===== src/rtl/shift_pkg.sv =====
// Shared definitions for the universal shift register family.
// Provides the operating-mode encoding, the burst FSM state type and
// shift_step(), the single-step next-value function reused by any block
// that needs the same step semantics.
package shift_pkg;

   // Widest register that shift_step() can operate on.
   localparam int MAX_W = 64;

   typedef enum logic [2:0] {
      MODE_HOLD = 3'd0,
      MODE_SHL  = 3'd1,
      MODE_SHR  = 3'd2,
      MODE_ROL  = 3'd3,
      MODE_ROR  = 3'd4,
      MODE_ASR  = 3'd5,
      MODE_LOAD = 3'd6,
      MODE_CLR  = 3'd7
   } shift_mode_t;

   typedef enum logic {
      ST_IDLE = 1'b0,
      ST_BUSY = 1'b1
   } fsm_state_t;

   // One step of the selected mode on a register of 'width' bits.
   // Operands are carried right-aligned in MAX_W bits; the result is
   // masked so bits above 'width' are always zero.
   function automatic logic [MAX_W-1:0] shift_step(
      input logic [MAX_W-1:0] q,
      input shift_mode_t      mode,
      input logic             sin_l,
      input logic             sin_r,
      input logic [MAX_W-1:0] pdata,
      input int               width
   );
      logic [MAX_W-1:0] mask;
      logic [MAX_W-1:0] msb_pos;
      logic [MAX_W-1:0] qm;
      logic [MAX_W-1:0] res;
      logic             msb;
      mask    = (width >= MAX_W) ? {MAX_W{1'b1}}
                                 : ((MAX_W'(1) << width) - MAX_W'(1));
      msb_pos = MAX_W'(1) << (width - 1);
      qm      = q & mask;
      msb     = |(qm & msb_pos);
      case (mode)
         MODE_HOLD: res = qm;
         MODE_SHL:  res = (qm << 1) | MAX_W'(sin_r);
         MODE_SHR:  res = (qm >> 1) | (sin_l ? msb_pos : {MAX_W{1'b0}});
         MODE_ROL:  res = (qm << 1) | MAX_W'(msb);
         MODE_ROR:  res = (qm >> 1) | (qm[0] ? msb_pos : {MAX_W{1'b0}});
         MODE_ASR:  res = (qm >> 1) | (msb ? msb_pos : {MAX_W{1'b0}});
         MODE_LOAD: res = pdata;
         MODE_CLR:  res = {MAX_W{1'b0}};
         default:   res = {MAX_W{1'b0}};
      endcase
      return res & mask;
   endfunction

endpackage


===== src/rtl/univ_shift_reg.sv =====
// Universal shift register with single-step and burst operation.
// Ports:
//   clk, reset (async, active-low)
//   en     - single step of live 'mode' when idle
//   mode   - operation select (shift_mode_t encoding)
//   start  - begin a burst of 'amt' steps of 'mode' when idle
//   amt    - burst step count (0 gives an immediate done pulse)
//   sin_l  - serial in to MSB (SHR); sin_r - serial in to LSB (SHL)
//   pdata  - parallel load data
//   q      - register contents; sout_l/sout_r - q MSB/LSB
//   busy   - burst in progress; done - one-cycle burst completion pulse
module univ_shift_reg
   import shift_pkg::*;
#(
   parameter int WIDTH = 8,
   parameter int CNT_W = $clog2(WIDTH + 1)
) (
   input  logic             clk,
   input  logic             reset,
   input  logic             en,
   input  logic [2:0]       mode,
   input  logic             start,
   input  logic [CNT_W-1:0] amt,
   input  logic             sin_l,
   input  logic             sin_r,
   input  logic [WIDTH-1:0] pdata,
   output logic [WIDTH-1:0] q,
   output logic             sout_l,
   output logic             sout_r,
   output logic             busy,
   output logic             done
);

   fsm_state_t       state;
   fsm_state_t       state_next;
   logic [CNT_W-1:0] cnt;
   logic [CNT_W-1:0] cnt_next;
   shift_mode_t      mode_lat;
   shift_mode_t      mode_lat_next;
   shift_mode_t      step_mode;
   logic             step_en;
   logic [WIDTH-1:0] q_next;
   logic             done_next;

   // Next-state, counter and step selection for the IDLE/BUSY burst FSM.
   always_comb begin
      state_next    = state;
      cnt_next      = cnt;
      mode_lat_next = mode_lat;
      step_mode     = shift_mode_t'(mode);
      step_en       = 1'b0;
      done_next     = 1'b0;
      case (state)
         ST_IDLE: begin
            // start wins over en and takes no step on its own edge
            if (start) begin
               mode_lat_next = shift_mode_t'(mode);
               cnt_next      = amt;
               if (amt != CNT_W'(0)) begin
                  state_next = ST_BUSY;
               end else begin
                  done_next  = 1'b1;
               end
            end else if (en) begin
               step_en = 1'b1;
            end else begin
               step_en = 1'b0;
            end
         end
         ST_BUSY: begin
            step_mode = mode_lat;
            step_en   = 1'b1;
            cnt_next  = cnt - CNT_W'(1);
            if (cnt == CNT_W'(1)) begin
               state_next = ST_IDLE;
               done_next  = 1'b1;
            end else begin
               state_next = ST_BUSY;
            end
         end
         default: begin
            state_next = ST_IDLE;
            cnt_next   = CNT_W'(0);
         end
      endcase
   end

   // Data path: apply one step of the selected mode when stepping.
   always_comb begin
      if (step_en) begin
         q_next = WIDTH'(shift_step(MAX_W'(q), step_mode, sin_l, sin_r,
                                    MAX_W'(pdata), WIDTH));
      end else begin
         q_next = q;
      end
   end

   // State, counter, data and status registers.
   always_ff @(posedge clk or negedge reset) begin
      if (!reset) begin
         state    <= ST_IDLE;
         cnt      <= CNT_W'(0);
         mode_lat <= MODE_HOLD;
         q        <= WIDTH'(0);
         busy     <= 1'b0;
         done     <= 1'b0;
      end else begin
         state    <= state_next;
         cnt      <= cnt_next;
         mode_lat <= mode_lat_next;
         q        <= q_next;
         busy     <= (state_next == ST_BUSY);
         done     <= done_next;
      end
   end

   assign sout_l = q[WIDTH-1];
   assign sout_r = q[0];

endmodule


===== config.mk =====
export PLATFORM = sky130hd
export DESIGN_NAME = univ_shift_reg
export DESIGN_NICKNAME = d
export VERILOG_FILES = /design/src/rtl/shift_pkg.sv /design/src/rtl/univ_shift_reg.sv
export SDC_FILE = /design/constraint.sdc
export NUM_CORES = 1
export LEC_CHECK = 0
export ABC_AREA = 0
export CORE_MARGIN = 2
export CORE_UTILIZATION = 46
export CTS_CLUSTER_SIZE = 20
export DETAILED_ROUTE_END_ITERATION = 6
export PLACE_DENSITY = 0.79
export SYNTH_ARGS = -nofsm -noshare
export SYNTH_HDL_FRONTEND = slang
export SYNTH_SLANG_ARGS = --single-unit
export TNS_END_PERCENT = 10

===== constraint.sdc =====
create_clock -name clk -period 1.78 [get_ports clk]
set_input_delay 0.445 -clock clk [delete_from_list [all_inputs] [get_ports clk]]
set_output_delay 0.445 -clock clk [all_outputs]
set_load 0.05 [all_outputs]

==> metrics.yaml <==
status: "complete, no violations"
core_area_sq_um: 2190
synthTopCellsByCount: "dfrtp_1, nor2_1, a21oi_1"
synthFlopType: "dfrtp_1"
track_usage_pct: 23.7
slew_headroom_pct: 71.8
tritoncts: "done"
cp_slowest_cell: "clkdlybuf4s50_1"
die_area_sq_um: 2720
die_height_microns: 52.1
die-width_microns: 52.1
leakagePower_nw: 0.677
worstPathArrival_ps: 1850
cp_slowest_stage_delay_ps: 440
synth_cells: 112
hold_violations: 0
vias: 1074
fin_util_pct: 70.5
viasPerCell: 5.65
grt_pass1_wl_microns: 4770
synth.avg_cell_area_sq_um: 9.51
antenna_found_initial: 0
root_buffer: "clkbuf_4"
remaining_drc_errors: 0
gp_congestion: 0.935
syn-cell-area_sq_um: 1060
synthTopCellsByArea: "dfrtp_1, mux2_2, a21oi_1"
clk_path_buf_depth: 2
worstSkewPairLatency_ps: 300
reg2regPathDepth: 5
yosysMostFrequentCell: "dfrtp_1"
start_util_pct: 48.6
routed_wl_microns: 2800
ant_nets: 0
path_max_fanout: 5
diodes: 0
drtIter0Drc: 28
port-buffer-count: 32
dp_hpwl_microns: 2140
drive_above_1_share_pct: 29.0
yosysUniqueCellTypes: 28
syn_nets: 135
worst-path-stages: 5
path_cells: "clkdlybuf4s50_1 > mux2_2 > nor2_2 > a211oi_1 > o32ai_1"
grt_max_degree: 18
rows: 17
crit_required_ps: 1980
yosysSeqAreaShare_pct: 40.0
place_inst: 183
tightestPinTransition_ps: 411
yosys_warnings: 0
async_flop_share_pct: 100
maxCapViolations: 0
slew_viol_final: 0
synth.largest_area_cell: "dfrtp_1"
path_clk_slew_ps: 110
min_period_ps: 1650
routedWlPerCell_microns: 14.7
fin_hold_ws_ps: 457
finalClockSkew_ps: 1.90
finalNetCount: 186
critPathTopFamily: "buffers and inverters"
dr.pass1.iters: 4
io_pins: 33
areaGrowthSynthToFinish_pct: 45.1
synth-edff-count: 0
synth_top_area_share_pct: 40.0
peakVddDrop_v: 0.00146
grt_pass1_vias: 1092
path_class: "in -> reg"
power_density_nw_per_um2: 2140
synth-seq-cells: 17
place_area_sq_um: 1490
fin_area_sq_um: 1550
cts_hold_repair.buffers: 0
cp_num_buf_inv: 1
cts_htree_levels: 1
endpoint_kind: "flop"
clock-sinks: 17
critPathLaunchType: "primary input"
numCtsBuffers: 3
overflow: 0
hp-class: "in -> async"
fin_crit_sh_pct: 92.6
setup_viol: 0
fill_cells: 173
fmax_mhz: 607
fin_cells: 190
-- worst reg2reg max path, stage by stage, from the launching register on --
cell     delay (ps)
dfrtp_2         490
buf_4           160
mux2_4          340
o32a_4          390
nor2_1          100
a31oi_1          50
-- registers in the layout, summed over array words and instances, names as in the netlist --
register  count
mode_lat      3
q             8
done          1
state         1
cnt           4
-- stage by stage --
step | setup TNS, ps | worst slack, ps | total power [mW]
floorplan | -37.5 | -12.7 | 2.28
global placement | -1110 | -172 | 2.94
detailed placement | -1560 | -236 | 3.03
CTS | 0 | 31.2 | 3.25
global route | -15.8 | -15.8 | 3.57
finish | 0 | 131 | 3.31
-- kinds of logic (layout without fill, tap and decap cells) --
logic type               count (synthesis)  after routing  synth area share [%]
AO/OA/AOI/OAI                           42             42                  26.9
XOR/XNOR                                 3              3                  2.47
adder cells (fa/ha/maj)                  2              2                  2.35
flip-flops                              17             17                  40.0
multiplexers                            10             10                  10.9
buffers and inverters                   11             61                  5.99
AND/OR/NAND/NOR                         27             27                  11.4
-- what timing repair did --
item                       in CTS  in global routing
gates resized for setup         0                  3
buffers inserted                0                  3
setup endpoints to repair       0                  6
-- final timing paths --
| path | from | slack [ps] | to |
|---|---|---|---|
| worst min register to register | cnt[0] | 530 | cnt[0] |
| worst max-delay path | mode[0] | 130 | q[4] |
| worst min-delay path | reset | 460 | mode_lat[0] |
| min in group clk | cnt[0] | 530 | cnt[0] |
| worst max register to register | state | 150 | q[3] |
| max in group asynchronous | reset | 1110 | state |
-- where the power goes --
group,total [mW],internal [mW],switching [mW]
sequential,0.796,0.590,0.205
clock,0.225,0.0874,0.137
combinational,2.29,1.03,1.26
-- placed cells by master (no fill, tap or decap), drive strengths merged --
cell type,netlist,routed
a21o,1,1
o32a,1,1
a22oi,5,5
clkdlybuf4s50,0,20
buf,4,32
a31oi,6,6
nor4,1,1
a221oi,2,2
clkbuf,2,4
a21boi,1,1
nand3,3,3
mux2i,3,3
nand2,5,5
xnor2,3,3
a21oi,9,9
o21ai,8,8
nor3,3,3
o32ai,2,2
dfrtp,17,17
a211oi,6,6
nor2b,3,3
mux2,7,7
nand2b,1,1
o2bb2ai,1,1
inv,5,5
nor2,11,11
ha,2,2
-- metal layers --
metal	GRT usage, %	part of all wire (%)
met4	6.14	0.71
met5	0	0
met3	3.45	4.7
met1	27.5	41
met2	44.9	54
-- final cells by class --
class,instances,area (sq um),share of cell area (%)
multi-input combinational,84,586,37.9
tap,28,35.0,2.27
clock buffer,4,26.3,1.70
inverter,5,18.8,1.21
timing repair buffer,52,453,29.3
sequential,17,427,27.6
(Power assumes the default switching activity.)
